`config.mk`:
```
export PLATFORM = sky130hd
export DESIGN_NAME = tdc_meas_sched
export DESIGN_NICKNAME = d
export VERILOG_FILES = /design/src/rtl/tdc_meas_sched.sv
export SDC_FILE = /design/constraint.sdc
export NUM_CORES = 1
export LEC_CHECK = 0
export CAP_MARGIN = 20
export CORE_MARGIN = 3
export CORE_UTILIZATION = 40
export CTS_CLUSTER_SIZE = 30
export DETAILED_ROUTE_END_ITERATION = 16
export GPL_ROUTABILITY_DRIVEN = 0
export PLACE_DENSITY = 0.68
export SLEW_MARGIN = 20
export SYNTH_ARGS = -nofsm -noshare
export SYNTH_HDL_FRONTEND = slang
export SYNTH_SLANG_ARGS = --single-unit
```
`constraint.sdc`:
```
create_clock -name clk -period 5.9 [get_ports clk]
set_input_delay 1.18 -clock clk [delete_from_list [all_inputs] [get_ports clk]]
set_output_delay 1.18 -clock clk [all_outputs]
set_load 0.05 [all_outputs]
```
`src/rtl/tdc_meas_sched.sv`:
```
// Round-robin scheduler sharing one TDC front-end between four request channels.
// Build macro TDC_MEAS_SCHED_STATS_EN adds saturating measurement/timeout counters.
module tdc_meas_sched #(
    parameter int TIMEOUT_CYCLES = 255,
    parameter int GUARD_CYCLES   = 16
) (
    input  logic        clk,
    input  logic        reset_n,
    input  logic [3:0]  req,
    output logic [3:0]  ack,
    output logic        tdc_start,
    input  logic        tdc_done,
    input  logic [15:0] tdc_data,
    output logic [15:0] result,
    output logic [1:0]  result_ch,
    output logic        result_valid,
    output logic        timeout_err,
    output logic        busy,
    output logic [15:0] meas_cnt,
    output logic [7:0]  err_cnt,
    output logic [1:0]  state_dbg
);

    // Handshake: req[ch] is a level held by the requester until its one-cycle
    // ack[ch]; ack closes the transaction whether it succeeded or timed out.
    typedef enum logic [1:0] {
        IDLE  = 2'd0,
        FIRE  = 2'd1,
        WAIT  = 2'd2,
        GUARD = 2'd3
    } state_t;

    localparam logic [15:0] TIMEOUT_LAST = 16'(TIMEOUT_CYCLES - 1);
    localparam logic [7:0]  GUARD_LAST   = 8'(GUARD_CYCLES - 1);

    state_t      state_q, state_d;
    logic [15:0] timer_q, timer_d;
    logic [7:0]  guard_q, guard_d;
    logic [1:0]  ch_q, ch_d;
    logic [1:0]  ptr_q, ptr_d;
    logic [1:0]  pick, idx;

    logic [3:0]  ack_d;
    logic        start_d, rv_d, to_err_d;
    logic [15:0] result_d;
    logic [1:0]  result_ch_d;

    assign state_dbg = state_q;

    // Scan from farthest to nearest so the channel right after ptr wins.
    always_comb begin
        pick = ptr_q;
        idx  = ptr_q;
        for (int i = 4; i >= 1; i--) begin
            idx = ptr_q + 2'(i);
            if (req[idx]) pick = idx;
        end
    end

    always_comb begin
        state_d     = state_q;
        timer_d     = timer_q;
        guard_d     = guard_q;
        ch_d        = ch_q;
        ptr_d       = ptr_q;
        ack_d       = 4'b0000;
        start_d     = 1'b0;
        rv_d        = 1'b0;
        to_err_d    = 1'b0;
        result_d    = result;
        result_ch_d = result_ch;
        case (state_q)
            IDLE: begin
                if (|req) begin
                    ch_d    = pick;
                    ptr_d   = pick;
                    state_d = FIRE;
                end
            end
            FIRE: begin
                start_d = 1'b1;
                timer_d = '0;
                state_d = WAIT;
            end
            WAIT: begin
                timer_d = timer_q + 16'd1;
                if (tdc_done) begin
                    result_d    = tdc_data;
                    result_ch_d = ch_q;
                    rv_d        = 1'b1;
                    ack_d[ch_q] = 1'b1;
                    guard_d     = '0;
                    state_d     = GUARD;
                end else if (timer_q == TIMEOUT_LAST) begin
                    to_err_d    = 1'b1;
                    ack_d[ch_q] = 1'b1;
                    guard_d     = '0;
                    state_d     = GUARD;
                end
            end
            GUARD: begin
                if (guard_q == GUARD_LAST) begin
                    state_d = IDLE;
                end else begin
                    guard_d = guard_q + 8'd1;
                end
            end
            default: state_d = IDLE;
        endcase
    end

    always_ff @(posedge clk or negedge reset_n) begin
        if (!reset_n) begin
            state_q      <= IDLE;
            timer_q      <= '0;
            guard_q      <= '0;
            ch_q         <= '0;
            ptr_q        <= 2'd3;
            ack          <= '0;
            tdc_start    <= 1'b0;
            result       <= '0;
            result_ch    <= '0;
            result_valid <= 1'b0;
            timeout_err  <= 1'b0;
            busy         <= 1'b0;
        end else begin
            state_q      <= state_d;
            timer_q      <= timer_d;
            guard_q      <= guard_d;
            ch_q         <= ch_d;
            ptr_q        <= ptr_d;
            ack          <= ack_d;
            tdc_start    <= start_d;
            result       <= result_d;
            result_ch    <= result_ch_d;
            result_valid <= rv_d;
            timeout_err  <= to_err_d;
            busy         <= (state_d != IDLE);
        end
    end

`ifdef TDC_MEAS_SCHED_STATS_EN
    logic [15:0] meas_cnt_q;
    logic [7:0]  err_cnt_q;

    always_ff @(posedge clk or negedge reset_n) begin
        if (!reset_n) begin
            meas_cnt_q <= '0;
            err_cnt_q  <= '0;
        end else begin
            if (rv_d && (meas_cnt_q != 16'hFFFF)) meas_cnt_q <= meas_cnt_q + 16'd1;
            if (to_err_d && (err_cnt_q != 8'hFF)) err_cnt_q <= err_cnt_q + 8'd1;
        end
    end

    assign meas_cnt = meas_cnt_q;
    assign err_cnt  = err_cnt_q;
`else
    assign meas_cnt = '0;
    assign err_cnt  = '0;
`endif

endmodule

```
==> results.toml, run 1 <==
[run_status]
status = "finished clean"

[sta]
tightest_slew_ns = 0.8146
slew_headroom_pct = 45.58
max_freq_mhz = 355.6
fin_crit_ns = 2.812
hold_viol = 0
finalSetupTns_ns = 0
rsz0062_at_grt = "no"
setup_viol = 0
clock_skew_ns = 0.006242
fin_crit_sh_pct = 47.66
slew_viol_final = 0

[cts]
cts_tree = "yes"
insertion_delay_ns = 0.31
cts_buffer_depth = 2
clkTransAtPathRegs_ns = 0.11
cts.sinks = 56
postCtsSetupBuffers = 0
cts_hold_buf = 0
cts_resized = 0
numCtsBuffers = 5
htree_levels = 2
root_buffer = "clkbuf_8"

[floorplanning]
die_h_um = 89.89
dieArea_sq_um = 8080
die_x_um = 89.89
start_util_pct = 42.87
coreArea_sq_um = 6568
ios = 75
rows = 29

[critical_path]
cp.arrival_ns = 1.63
slowest_stage = "clkdlybuf4s50_1"
reg2regPathDepth = 5
path_max_fanout = 6
cp.buffers_inverters = 1
endpoint_kind = "output pin"
path_cells = "clkdlybuf4s50_1"
start_kind = "register"
critPathMaxStageDelay_ns = 0.84
crit_cells = 1
critPathKind = "register to output pin"
worstPathRequired_ns = 4.72
cpLargestDelayFamily = "buffers and inverters"

[synth]
postSynth.asyncResetShare_pct = 100.0
yosysUniqueCellTypes = 44
netlist_area_sq_um = 2815
syn_inst = 269
syn-mean-instance-area_sq_um = 10.47
synthFlopType = "dfrtp_1"
seq_area_frac_synth_pct = 49.87
synth-edff-count = 0
ys.warnings.count = 0
ys_ff_latch = 56

[global_route]
grt_max_degree = 57
grt-ovfl-total = 0
grt_pass1_vias = 1925
track_usage_pct = 14.02
grt_pass1_wl_um = 9480
antenna_found_initial = 0

[job]
drv_cap = 0

[finish]
syn2layout_area_growth_pct = 21.42
layout_common_cells = "54 x dfrtp_1, 49 x clkdlybuf4s50_1, 28 x nand2_1"
antenna_cells = 0
final_common_cell = "dfrtp_1"
drive_above_1_share_pct = 11.18
fin_util_pct = 52.05
fin_nets = 352
finalInstanceArea_sq_um = 3418

[power_and_ir_drop]
leakagePower_nw = 1.477
powerDensity_nw_per_um2 = 475.1
ir_drop_uv = 270.0

[route]
routedWlPerCell_um = 13.73
first_iter_violations = 98
drt-pass1-iter-count = 4
viasPerCell = 5.002
wl_um = 5698
drc = 0
ant_nets = 0
via_count = 2076

[placed_design]
detailed_place_hpwl_um = 4186
placed_area_sq_um = 3322
port_buffers = 50

[hold_path]
hold_path_class = "register to register"
worstHoldPathCells = 1
==> cell families after synthesis <==
group,synth area share (%)
fa+ha+maj,3.556
simple gates,16.13
compound gates,10.62
other cells,0.1332
flops,49.87
buf+inv,8.400
xor+xnor,3.733
mux,7.555
==> through the flow <==
step	instances	total power, mW	setup WS, ns	hold slack (ns)
4_1_cts	415	1.643	3.065	0.5232
6_report	415	1.624	3.088	0.5201
5_1_grt	415	1.718	3.036	0.5411
3_5_place_dp	407	1.416	3.077	0.4967
2_1_floorplan	292	1.163	3.538	0.4777
3_3_place_gp	407	1.397	3.096	0.4879
==> sequential cells by signal, indices dropped and copies added (netlist names) <==
register	cells
ch_q	2
result_ch	2
timer_q	16
timeout_err	1
result	16
tdc_start	1
ptr_q	2
ack	4
busy	1
guard_q	8
result_valid	1
state_dbg	2
==> synthesized netlist by cell type, types with 2 or more instances <==
| cell type | instances | area share, % |
|---|---|---|
| inv_1 | 10 | 1.3 |
| o31ai_1 | 4 | 1.1 |
| ha_1 | 8 | 3.6 |
| nand4_1 | 3 | 0.67 |
| xor2_1 | 8 | 2.5 |
| nor4_1 | 3 | 0.67 |
| o21a_1 | 3 | 0.80 |
| nand2b_1 | 3 | 0.67 |
| and3_1 | 2 | 0.44 |
| o21ai_0 | 18 | 3.2 |
| or3_1 | 3 | 0.67 |
| nor2_1 | 19 | 2.5 |
| o21ba_2 | 2 | 0.71 |
| clkbuf_1 | 5 | 0.67 |
| or4_1 | 3 | 0.80 |
| mux2_2 | 18 | 7.2 |
| nand3_1 | 7 | 1.2 |
| dfstp_2 | 2 | 1.9 |
| dfrtp_1 | 54 | 48 |
| buf_4 | 24 | 6.4 |
| a21oi_1 | 7 | 1.2 |
| xnor2_1 | 4 | 1.2 |
| nor3_1 | 8 | 1.4 |
| nand2_1 | 28 | 3.7 |
| nor3b_1 | 4 | 1.1 |
==> metal layers <==
layer / global-route usage, % / vias up / routed length, um
met5: 0 / - / 0
met1: 19.28 / 1017 / 2625
met4: 4.337 / 0 / 50
met2: 23.18 / 58 / 2814
met3: 1.753 / 4 / 208
li1: - / 997 / -
==> worst register-to-register path: stages (launching register included) <==
cell	delay (ns)
dfrtp_1	0.43
or4_4	0.56
nor4_4	0.49
o21ai_0	0.32
nor2_1	0.51
o22ai_1	0.16
==> layout make-up <==
| type | instances | area [sq um] |
|---|---|---|
| clock buffer | 5 | 68.82 |
| clock inverter | 3 | 27.53 |
| fill | 570 | 3149 |
| inverter | 10 | 37.54 |
| multi-input combinational | 197 | 1261 |
| sequential | 56 | 1404 |
| tap | 93 | 116.4 |
| timing repair buffer | 51 | 503.0 |
==> power breakdown <==
group / total [mW] / switching (mW) / internal, mW
clock network: 0.222 / 0.135 / 0.0875
logic: 0.823 / 0.537 / 0.286
registers: 0.578 / 0.0824 / 0.496
==> final timing paths <==
check / start / endpoint / slack [ns]
min reg2reg: result[6]$_DFFE_PN0P_ / result[6]$_DFFE_PN0P_ / 0.52
max in group asynchronous: reset_n / guard_q[6]$_DFFE_PN0P_ / 4.44
max: state_dbg[0]$_DFF_PN0_ / state_dbg[0] / 3.09
min: result[6]$_DFFE_PN0P_ / result[6]$_DFFE_PN0P_ / 0.52
min in group asynchronous: reset_n / result[0]$_DFFE_PN0P_ / 1.00
max reg2reg: timer_q[12]$_DFFE_PN0P_ / guard_q[1]$_DFFE_PN0P_ / 3.31
Power figures use the tool's default switching activity.
==> run 2: changes to the inputs <==
--- a/config.mk
+++ b/config.mk
@@ -11,7 +11,7 @@
 export CTS_CLUSTER_SIZE = 30
 export DETAILED_ROUTE_END_ITERATION = 16
 export GPL_ROUTABILITY_DRIVEN = 0
-export PLACE_DENSITY = 0.68
+export PLACE_DENSITY = 0.71
 export SLEW_MARGIN = 20
 export SYNTH_ARGS = -nofsm -noshare
 export SYNTH_HDL_FRONTEND = slang
==> constraint.sdc (replaced) <==
create_clock -name clk -period 2.3 [get_ports clk]
set_input_delay 0.46 -clock clk [delete_from_list [all_inputs] [get_ports clk]]
set_output_delay 0.46 -clock clk [all_outputs]
set_load 0.05 [all_outputs]
==> run 2 against run 1 <==
  * Global-route usage grew 0.65 points
  * Sequential cell count unchanged
  * First-iteration DRC count decreased by 8.2%
  * Core utilization is 1.4 points higher
  * Combinational power grew to 2.7 times the previous value
  * Register-to-register slack got worse by 3.1 ns
  * Clock power grew to 2.7 times the previous value
  * Setup slack worse by 2.9 ns
  * Final cell count is 2.4% higher
  * Worst hold slack got worse by 0.40 ns
  * Total power rose to 2.6 times the previous value
  * Via count decreased by 0.29%
  * Highest routed layer unchanged
==> results.toml, run 2 (same netlist as run 1, synthesis figures left out) <==
[run_status]
status = "finished clean"

[sta]
fin_ws_ns = 0.1762
setup_viol = 0
clock_skew_ns = 0.01548
finalSetupTns_ns = 0
slew_headroom_pct = 62.04
fin_crit_ns = 2.124
hold_ws_ns = 0.1193
hold_viol = 0
slew_viol_final = 0
max_freq_mhz = 470.9
tightest_slew_ns = 0.5693
fin_crit_sh_pct = 92.34
rsz0062_at_grt = "no"

[finish]
drive_above_1_share_pct = 14.46
layout_common_cells = "52 x dfrtp_1, 49 x clkdlybuf4s50_1, 28 x nand2_1"
fin_util_pct = 53.44
syn2layout_area_growth_pct = 24.67
final_common_cell = "dfrtp_1"
fin_nets = 362
largestRegisters = "result: 16 flops, timer_q: 16 flops, guard_q: 8 flops"
antenna_cells = 0
nFillCells = 584

[critical_path]
path_max_fanout = 8
worstPathRequired_ns = 2.55
endpoint_kind = "register"
cpLargestDelayFamily = "simple AND/OR/NAND/NOR gates"
cp.arrival_ns = 2.37
cp.buffers_inverters = 0
critPathMaxStageDelay_ns = 0.56
start_kind = "register"
slowest_stage = "or4_4"
critPathKind = "register to register"
path_cells = "or4_4 -> nor4_4 -> o22ai_4 -> or4_1 -> a21oi_1"

[floorplanning]
coreArea_sq_um = 6568
rows = 29
die_h_um = 89.89
die_x_um = 89.89
start_util_pct = 42.87
ios = 75
dieArea_sq_um = 8080

[power_and_ir_drop]
powerDensity_nw_per_um2 = 1214
ir_drop_uv = 915.7
pwr-share-clk_pct = 13.9
power.switching_mw = 1.964
p_comb_share_pct = 51.4
internal_power_mw = 2.296
p_sw_share_pct = 46.10
seqPwrFrac_pct = 34.7
leakagePower_nw = 1.533

[cts]
numCtsBuffers = 5
cts_hold_buf = 0
cts_buffer_depth = 2
insertion_delay_ns = 0.32
clkTransAtPathRegs_ns = 0.12
postCtsSetupBuffers = 0
cts_resized = 0
htree_levels = 2
root_buffer = "clkbuf_8"
cts_tree = "yes"
cts.sinks = 56

[route]
viasPerCell = 4.871
routedWlPerCell_um = 13.42
wl_um = 5702
drc = 0
first_iter_violations = 90
ant_nets = 0
drt-pass1-iter-count = 4
via_count = 2070

[global_route]
grt_max_degree = 34
track_usage_pct = 14.66
antenna_found_initial = 0
grt_pass1_vias = 1935
grt-ovfl-total = 0
grt_pass1_wl_um = 9873

[hold_path]
hold_path_class = "input pin to asynchronous set/reset pin"

[placed_design]
dpl_worst_slack_ns = 0.03231
detailed_place_hpwl_um = 4267
port_buffers = 50

[job]
drv_cap = 0
==> run 2: cell count changes in the layout (fill, tap and decap cells not counted), moves of 2 or more <==
| cell | previous run | this run |
|---|---|---|
| buf_4 | 1 | 10 |
| dfrtp_1 | 54 | 52 |
| dfrtp_2 | 0 | 2 |
| inv_6 | 0 | 2 |
==> run 2: cell type report <==
cell class                      instances  area [sq um]  share of cell area (%)
Clock buffer                            5         68.82                   1.961
Clock inverter                          3         28.78                  0.8200
Inverter                               10         37.54                   1.070
Multi-Input combinational cell        197          1261                   35.94
Sequential cell                        56          1406                   40.07
Tap cell                               93         116.4                   3.316
Timing Repair Buffer                   61         590.6                   16.83
==> run 2: path summary, 6_finish.rpt <==
path | start | endpoint | slack (ns) | depth (start not counted)
setup / recovery | timer_q[12]$_DFFE_PN0P_ | guard_q[6]$_DFFE_PN0P_ | 0.18 | 5
hold / removal | reset_n | busy$_DFF_PN0_ | 0.12 | 1
setup reg to reg | timer_q[12]$_DFFE_PN0P_ | guard_q[6]$_DFFE_PN0P_ | 0.18 | 5
hold reg to reg | result[11]$_DFFE_PN0P_ | result[11]$_DFFE_PN0P_ | 0.52 | 1
max in group asynchronous | reset_n | ptr_q[1]$_DFFE_PN1P_ | 1.55 | 2
min in group clk | result[11]$_DFFE_PN0P_ | result[11]$_DFFE_PN0P_ | 0.52 | 1
==> run 2: per-layer routing <==
| metal | vias up | track usage [%] | part of all wire [%] |
|---|---|---|---|
| li1 | 1014 | - | - |
| met1 | 1007 | 20.23 | 46 |
| met2 | 41 | 23.56 | 49 |
| met3 | 8 | 2.421 | 3.5 |
| met4 | 0 | 4.974 | 1.7 |
| met5 | - | 0 | 0 |
==> run 2: metrics by stage <==
step | total power, mW | cells | instance area, sq um
global placement | 3.657 | 417 | 3412
finish | 4.260 | 425 | 3510
CTS | 4.297 | 425 | 3510
floorplan | 2.988 | 292 | 2904
global route | 4.503 | 425 | 3510
detailed placement | 3.697 | 417 | 3412
==> run 2: worst reg2reg max path: cells and delay by family (launching register included) <==
| family | cells | cell delay [ns] |
|---|---|---|
| compound gates | 2 | 0.32 |
| flops | 1 | 0.42 |
| simple gates | 3 | 1.32 |
==> run 2: power by group through the flow <==
stage | clock (mW) | sequential [mW] | combinational, mW
2_1_floorplan | 0 | 2.15 | 0.834
3_5_place_dp | 0 | 1.50 | 2.20
5_1_grt | 0.640 | 1.52 | 2.34
3_3_place_gp | 0 | 1.48 | 2.18
4_1_cts | 0.610 | 1.48 | 2.21
6_report | 0.591 | 1.48 | 2.19
